**src/rtl/receiver.sv**
```systemverilog
// UART-style 8N1 receiver with 16x oversampling and 2-of-3 majority voting.
// A finished byte is held in data_o until the consumer acknowledges it.
// A bad stop bit gives a one-cycle frame error pulse.
// A byte that lands on an unacknowledged byte sets a sticky overrun flag.
`timescale 1ns/1ps

module receiver #(
  parameter int OSR = 16
) (
  input  logic       clk_in,
  input  logic       reset,
  input  logic       clk_en,
  input  logic       rx_in,
  input  logic       read_ack,
  output logic [7:0] data_o,
  output logic       data_valid_o,
  output logic       frame_err_o,
  output logic       overrun_o,
  output logic       busy_o
);

  // Bit timing assumes OSR = 16.
  // The low nibble of t is the phase within a bit.
  // The high nibble of t is the bit index.
  localparam logic [3:0] PH_A = 4'(OSR / 2 - 2);
  localparam logic [3:0] PH_B = 4'(OSR / 2 - 1);
  localparam logic [3:0] PH_C = 4'(OSR / 2);
  localparam logic [3:0] STOP_IDX = 4'd9;

  typedef enum logic {
    IDLE,
    FRAME
  } state_t;

  state_t      state;
  state_t      next_state;
  logic [7:0]  t;
  logic [7:0]  t_next;
  logic        rx_meta;
  logic        rx_sync;
  logic        prev;
  logic        sample_a;
  logic        sample_b;
  logic        majority;
  logic [7:0]  shift_reg;
  logic [3:0]  phase;
  logic [3:0]  bit_idx;
  logic        capture_a;
  logic        capture_b;
  logic        shift_en;
  logic        byte_good;
  logic        byte_bad;

  assign phase    = t[3:0];
  assign bit_idx  = t[7:4];
  assign majority = (sample_a & sample_b) | (sample_a & rx_sync) | (sample_b & rx_sync);

  // Two-flop synchronizer on the raw line, running every clk_in cycle.
  // Both flops reset to 1, so they read "high" for two cycles after reset.
  // A clk_en that arrives in that window will load prev with that high.
  always_ff @(posedge clk_in) begin
    if (reset) begin
      rx_meta <= 1'b1;
      rx_sync <= 1'b1;
    end else begin
      rx_meta <= rx_in;
      rx_sync <= rx_meta;
    end
  end

  // State and tick counter register.
  // t_next already equals t on non-clk_en cycles, so both hold then.
  always_ff @(posedge clk_in) begin
    if (reset) begin
      state <= IDLE;
      t     <= 8'd0;
    end else begin
      state <= next_state;
      t     <= t_next;
    end
  end

  // Next-state logic plus the per-tick control strobes.
  // Frames start on a falling edge seen between two idle ticks.
  // Each bit is decided at its third vote sample.
  always_comb begin
    next_state = state;
    t_next     = t;
    capture_a  = 1'b0;
    capture_b  = 1'b0;
    shift_en   = 1'b0;
    byte_good  = 1'b0;
    byte_bad   = 1'b0;
    busy_o     = (state != IDLE);
    case (state)
      IDLE: begin
        if (clk_en && !rx_sync && prev) begin
          next_state = FRAME;
          t_next     = 8'd0;
        end
      end
      FRAME: begin
        if (clk_en) begin
          t_next    = t + 8'd1;
          capture_a = (phase == PH_A);
          capture_b = (phase == PH_B);
          if (phase == PH_C) begin
            if (bit_idx == 4'd0) begin
              if (majority) begin
                next_state = IDLE;
                t_next     = 8'd0;
              end
            end else if (bit_idx == STOP_IDX) begin
              next_state = IDLE;
              t_next     = 8'd0;
              byte_good  = majority;
              byte_bad   = !majority;
            end else begin
              shift_en = 1'b1;
            end
          end
        end
      end
      default: begin
        next_state = IDLE;
        t_next     = 8'd0;
      end
    endcase
  end

  // Previous-sample register for start-edge detection, updated only while idle.
  // It resets to 0 so that a line stuck low must first be seen high.
  always_ff @(posedge clk_in) begin
    if (reset) begin
      prev <= 1'b0;
    end else if (clk_en && state == IDLE) begin
      prev <= rx_sync;
    end
  end

  // First two vote samples of the current bit.
  // The third vote is the live synchronized value at decision time.
  always_ff @(posedge clk_in) begin
    if (reset) begin
      sample_a <= 1'b0;
      sample_b <= 1'b0;
    end else begin
      if (capture_a) sample_a <= rx_sync;
      if (capture_b) sample_b <= rx_sync;
    end
  end

  // Data bits arrive LSB first.
  // Each bit enters at the top and moves down toward bit 0.
  always_ff @(posedge clk_in) begin
    if (reset) begin
      shift_reg <= 8'd0;
    end else if (shift_en) begin
      shift_reg <= {majority, shift_reg[7:1]};
    end
  end

  // Consumer-facing outputs.
  // A good stop loads the byte and beats a same-cycle acknowledge.
  // Otherwise an acknowledge clears the valid and overrun flags on any cycle.
  always_ff @(posedge clk_in) begin
    if (reset) begin
      data_o       <= 8'd0;
      data_valid_o <= 1'b0;
      frame_err_o  <= 1'b0;
      overrun_o    <= 1'b0;
    end else begin
      frame_err_o <= byte_bad;
      if (byte_good) begin
        data_o       <= shift_reg;
        data_valid_o <= 1'b1;
        if (read_ack) begin
          overrun_o <= 1'b0;
        end else if (data_valid_o) begin
          overrun_o <= 1'b1;
        end
      end else if (read_ack) begin
        data_valid_o <= 1'b0;
        overrun_o    <= 1'b0;
      end
    end
  end

endmodule

```
**config.mk**
```make
export PLATFORM = sky130hd
export DESIGN_NAME = receiver
export DESIGN_NICKNAME = d
export VERILOG_FILES = /design/src/rtl/receiver.sv
export SDC_FILE = /design/constraint.sdc
export NUM_CORES = 1
export LEC_CHECK = 0
export CAP_MARGIN = 20
export CORE_MARGIN = 2
export CORE_UTILIZATION = 50
export CTS_BUF_LIST = sky130_fd_sc_hd__clkbuf_4
export CTS_CLUSTER_SIZE = 30
export DETAILED_ROUTE_END_ITERATION = 10
export DONT_BUFFER_PORTS = 1
export MAX_ROUTING_LAYER = met4
export PLACE_DENSITY = 0.76
export SYNTH_ARGS = -nofsm -noshare
export SYNTH_HDL_FRONTEND = slang
export SYNTH_SLANG_ARGS = --single-unit
```
**constraint.sdc**
```tcl
create_clock -name clk_in -period 2 [get_ports clk_in]
set_clock_uncertainty 0.05 [all_clocks]
set_input_delay 0.1 -clock clk_in [delete_from_list [all_inputs] [get_ports clk_in]]
set_output_delay 0.1 -clock clk_in [all_outputs]
set_load 0.02 [all_outputs]
```
Yosys cells after proc, flatten, opt, wreduce, memory -nomap -nowiden --
Index checks and enable logic that the tools add are counted. Widths: inputs -> output; s select.
Storage, ports and cells: flip-flop bits (word level) 33, latch bits 0, ROM bits 0, word-level logic and storage cells 71, memories kept 0, memory bits (writable) 0, output and inout port bits 12
Cells by class: bitwise gates (word level) 9, equal/unequal tests 6, shift-type cells 0, $mul 0, div/mod/pow operators 0, magnitude comparators 0, reductions and logical operators 11, muxes and demuxes 32, add/subtract/negate cells 1
Operators with widths (count):
- $mux 8 | 6
- $mux 1 | 24
- $pmux 8 s2 | 1
- $add 8x1->8 const B | 1
- $eq 4x3->1 const B | 2
- $eq 4x4->1 const B | 2
- $reduce_or 6->1 | 1
- $logic_not 4->1 | 1
- $ne 2x2->1 const B | 2
- $not 1->1 | 4
- $reduce_and 2->1 | 2
- $reduce_bool 2->1 | 2
- $and 1x1->1 | 3
- $logic_and 1x1->1 | 3
- $logic_not 1->1 | 2
- $or 1x1->1 | 2
- $pmux 1 s2 | 1

Longest topological paths before layout --
depth in word-level cells 10, gate-level depth with buffers 8

Worst setup path after synthesis --
OpenSTA, ideal clock, no wires.
path kind reg2reg, start reg t[0], end reg overrun_o, data required time 1.877 ns, arrival 1.515 ns, path slack 0.361 ns, buffers on the path 1, setup time 0.073 ns, period minus slack after synthesis 1.639 ns, stages on the path, launching flop included 9, path through dfxtp_1 inv_1 ha_1 nand3b_4 nor3_4 nand4b_1 buf_4 o21ba_2 nor3_2
On the way: longest elaborated chain between the ends 6
Ends and longest elaborated chain:
- from (decl) | RTL line 37 | logic [7:0] t;
- from (signal assigned) | RTL line 79 | t <= t_next;
- $eq 4x4->1 * | RTL line 107 | if (phase == PH_C) begin
- $mux 1 * | RTL line 107
- $mux 1 * | RTL line 103 | if (clk_en) begin
- $mux 1 * | RTL line 95 | case (state)
- $reduce_bool 2->1 (no line)
- $reduce_and 2->1 (no line)
- to (signal assigned) | RTL line 171 | overrun_o <= 1'b0;
- to (signal assigned) | RTL line 178 | overrun_o <= 1'b0;
- to (signal assigned) | RTL line 180 | overrun_o <= 1'b1;
- to (decl) | RTL line 18 | output logic overrun_o,
Every way passes the cells marked *; elsewhere a longest branch is shown, timed or not. A chain may end at the register's enable or synchronous reset.

Worst setup path in the final report --
Ends and elaborated chain as after synthesis.

==> run summary <==
• **status** finished clean
• **clock tree from TritonCTS** done
• **count of boundary I/O pins** 17
• **startpoint of the tightest hold check path** clk_en
• **vias in the first global route** 972
• **number of violations of the max-capacitance limit** 0
• **first drt pass iteration count** 4
• **pwr/cell area** 746.4 mW/mm^2
• **maximum fanout along the worst path** 10
• **terminating pin of the worst hold path** t[0]
• **Final Net Count** 160
• **area of the mapped netlist** 0.001411 sq mm
• **largest family of logic cells by synthesized area** simple AND/OR/NAND/NOR gates
• **count of buffers inserted at the top-level ports** 0
• **Final GP Congestion** 0.8671
• **total congestion overflow** 0
• **buffer type at the clock tree root** sky130_fd_sc_hd__clkbuf_4
• **class of the tightest hold or removal check** input pin to flip-flop
• **placed wire-length estimate after detailed placement** 1.638 mm
• **largest area contributor in the synthesized netlist** sky130_fd_sc_hd__dfxtp_1
• **Worst R2R Start** t[0]
• **post-CTS clock slew at the launch and capture registers of the worst setup and hold paths** 0.10 ns
• **count of endpoints failing setup in the final report** 0
• **overall die width** 57.13 um
• **cts bufs inserted** 5
• **power after layout** 0.001189 W
• **number of placement rows** 19
• **worst slew margin relative to its limit** 0.6454
• **worst path required time** 2.21 ns
• **max frequency** 557.2 MHz
• **unrepaired setup endpoints after global routing** no
• **antenna fix cells** 0
• **wire length of the first global-routing pass** 4.312 mm
• **Die Height** 57.13 um
• **Worst setup EP type** flip-flop
• **DR vias/cell** 5.527
• **slack of the worst reg-to-reg path** 0.21 ns
• **average detailed-routed wire length per instance** 13.35 um
• **number of design-rule violations left by the first detailed-router iteration** 59
• **count leader, synth** sky130_fd_sc_hd__dfxtp_1
• **cts repair resizes** 0
• **core footprint** 0.002710 sq mm
• **worst slew pin tran** 0.5301 ns
• **final-layout fill cell count** 234
• **post-synthesis cell count** 142
• **Worst Hold Path Cells** 2
• **reg2reg path depth** 8
• **H-tree lvl count** 2
• **number of pins exceeding their max-slew limit in the final report** 0
• **DR vias** 1017
• **simple-gate share of the synthesized area** 0.1968
• **maximum root-to-sink buffer count** 2
• **type of element launching the critical path** flip-flop
• **FF-to-FF End** overrun_o
• **final hold vios** 0
• **VDD IR-drop max** 0.0007132 V
• **Total Routing Usage GR** 0.1815
• **Commonest cells post-synth** sky130_fd_sc_hd__dfxtp_1 (33), sky130_fd_sc_hd__nor2_1 (28), sky130_fd_sc_hd__mux2i_1 (20)
• **share of cell area taken by muxes after synthesis** 0.1418
• **Worst path max stage delay** 0.36 ns
• **fin crit share** 0.8974
• **antenna violations before repair** 0
• **clk sink count** 33
• **most area-consuming cells after synthesis** sky130_fd_sc_hd__dfxtp_1 (47%), sky130_fd_sc_hd__mux2i_1 (14%), sky130_fd_sc_hd__nor2_1 (7.4%), sky130_fd_sc_hd__ha_1 (2.7%), sky130_fd_sc_hd__nor3_4 (2.3%)
• **insertion delay of the later-clocked pin in the worst-skew pair** 0.32 ns
• **detailed-route DRC error count** 0
• **origin of the worst setup path** t[0]
• **Crit Path Class** flip-flop to flip-flop
• **sequential fraction of the synthesis area** 0.4681
• **Starting Density** 0.5208
• **highest-delay cell along the critical path** sky130_fd_sc_hd__dfxtp_1
• **register bit total from synthesis** 33
• **area fraction of the dominant cell type after synthesis** 0.4681
• **fraction of synthesized cell area in xor and xnor cells** 0.01241
• **Die Outline Area** 0.003264 sq mm
• **post-layout minimum cycle time** 1.795 ns
• **Routed WL** 2.456 mm
• **ratio of cells with drive above 1 in the final layout** 0.1307
• **average footprint of a synthesized cell** 9.939 sq um
• **Primary FF master, synth** sky130_fd_sc_hd__dfxtp_1
• **leakage component of the power** 0.6660 nW
• **Layout Area Growth over Synthesis** 12.85%
• **Syn. warnings** 0
• **chain of cells forming the critical path** inv_1, ha_1, nand3b_4, nor3_4, nand4b_1, buf_4, o21ba_2, nor3_2
• **syn_nets** 150
• **Post-Place Setup Slack** 0.2221 ns
• **number of enable-type register cells in the synthesized netlist** 0
• **asr flop ratio synth** 0
• **arithmetic-cell share of the synthesized area counting full adders, half adders and majority gates** 0.03457
• **worst path arrival time** 2.01 ns
• **compound-gate portion of the synthesized area** 0.1197
• **Worst Slack Setup Final** 0.2052 ns
• **post-synthesis cell type count** 36
• **setup_tns** 0 ns
• **pin count of the biggest net entering global routing** 31
• **antenna violation net count after detailed routing** 0
[where the power goes]
part / switching [W] / total [W] / internal, W
clock network: 0.000213 / 0.000487 / 0.000274
logic: 0.0000209 / 0.0000388 / 0.0000179
registers: 0.00000236 / 0.000663 / 0.000661
total: 0.000237 / 0.00119 / 0.000952
[critical path, delay by kind of cell, from the launching register on]
kind / cells / cell delay, ns
DFF: 1 / 0.36
buffers and inverters: 2 / 0.30
and+or+nand+nor: 4 / 0.62
AOI/OAI and AO/OA: 1 / 0.21
adders and majority gates: 1 / 0.19
[stage by stage]
stage / cells / utilization / hold WS [ns] / cell area [sq um]
after global placement: 171 / 0.5337 / 0.1188 / 1446
after floorplan: 142 / - / 0.1183 / 1411
after CTS: 183 / 0.5776 / 0.01025 / 1565
after detailed placement: 171 / 0.5337 / 0.1203 / 1446
final: 184 / 0.5877 / 0.04200 / 1593
after global routing: 184 / 0.5877 / 0.01230 / 1593
[placed cells by master (no fill, tap or decap), drive strengths merged, types with 4 or more instances in the layout]
master and count:
dfxtp 33, nor2 28, mux2i 20, nand2 7, clkbuf 6, inv 5, a21oi 4, dlygate4sd3 4
nor3 4
[metal layers]
metal  routed length [um]  up-vias  track usage  part of all wire
li1                     -      515            -                 -
met1                 1082      483       0.2146              0.44
met2                 1195       17       0.2627              0.49
met3                  149        2      0.07937             0.061
met4                   29        0      0.08970             0.012
met5                    0        -            -                 0
[final cells by class]
cell class	instances	area, sq um	share of cell area
well taps	31	38.79	0.02435
inverters	5	18.77	0.01178
repair buffers	7	82.58	0.05185
flip-flops and latches	33	660.6	0.4148
clock buffers	6	45.04	0.02828
clock inverters	2	33.78	0.02121
multi-input cells	100	713.2	0.4478
[logic make-up (layout without fill, tap and decap cells)]
logic type / count (synthesis) / count (layout)
AO/OA/AOI/OAI: 22 / 22
XOR/XNOR: 2 / 2
adder cells (fa/ha/maj): 4 / 4
buffers and inverters: 9 / 20
flip-flops: 33 / 33
multiplexers: 20 / 20
AND/OR/NAND/NOR: 52 / 52
[how the worst max path moves through the flow]
| stage | cells after the start | slack (ns) | to |
|---|---|---|---|
| 2_1_floorplan | 8 | 0.36 | overrun_o |
| 3_3_place_gp | 8 | 0.29 | overrun_o |
| 3_5_place_dp | 8 | 0.22 | overrun_o |
| 4_1_cts | 8 | 0.14 | data_o[2] |
| 5_1_grt | 8 | 0.06 | overrun_o |
| 6_report | 8 | 0.21 | overrun_o |
[repair_timing]
action | CTS | global route
setup buffers | 0 | 0
hold buffers | 4 | 0
endpoints found under the hold margin | 33 | 0
Note: power is estimated with default switching activity, not from simulation.
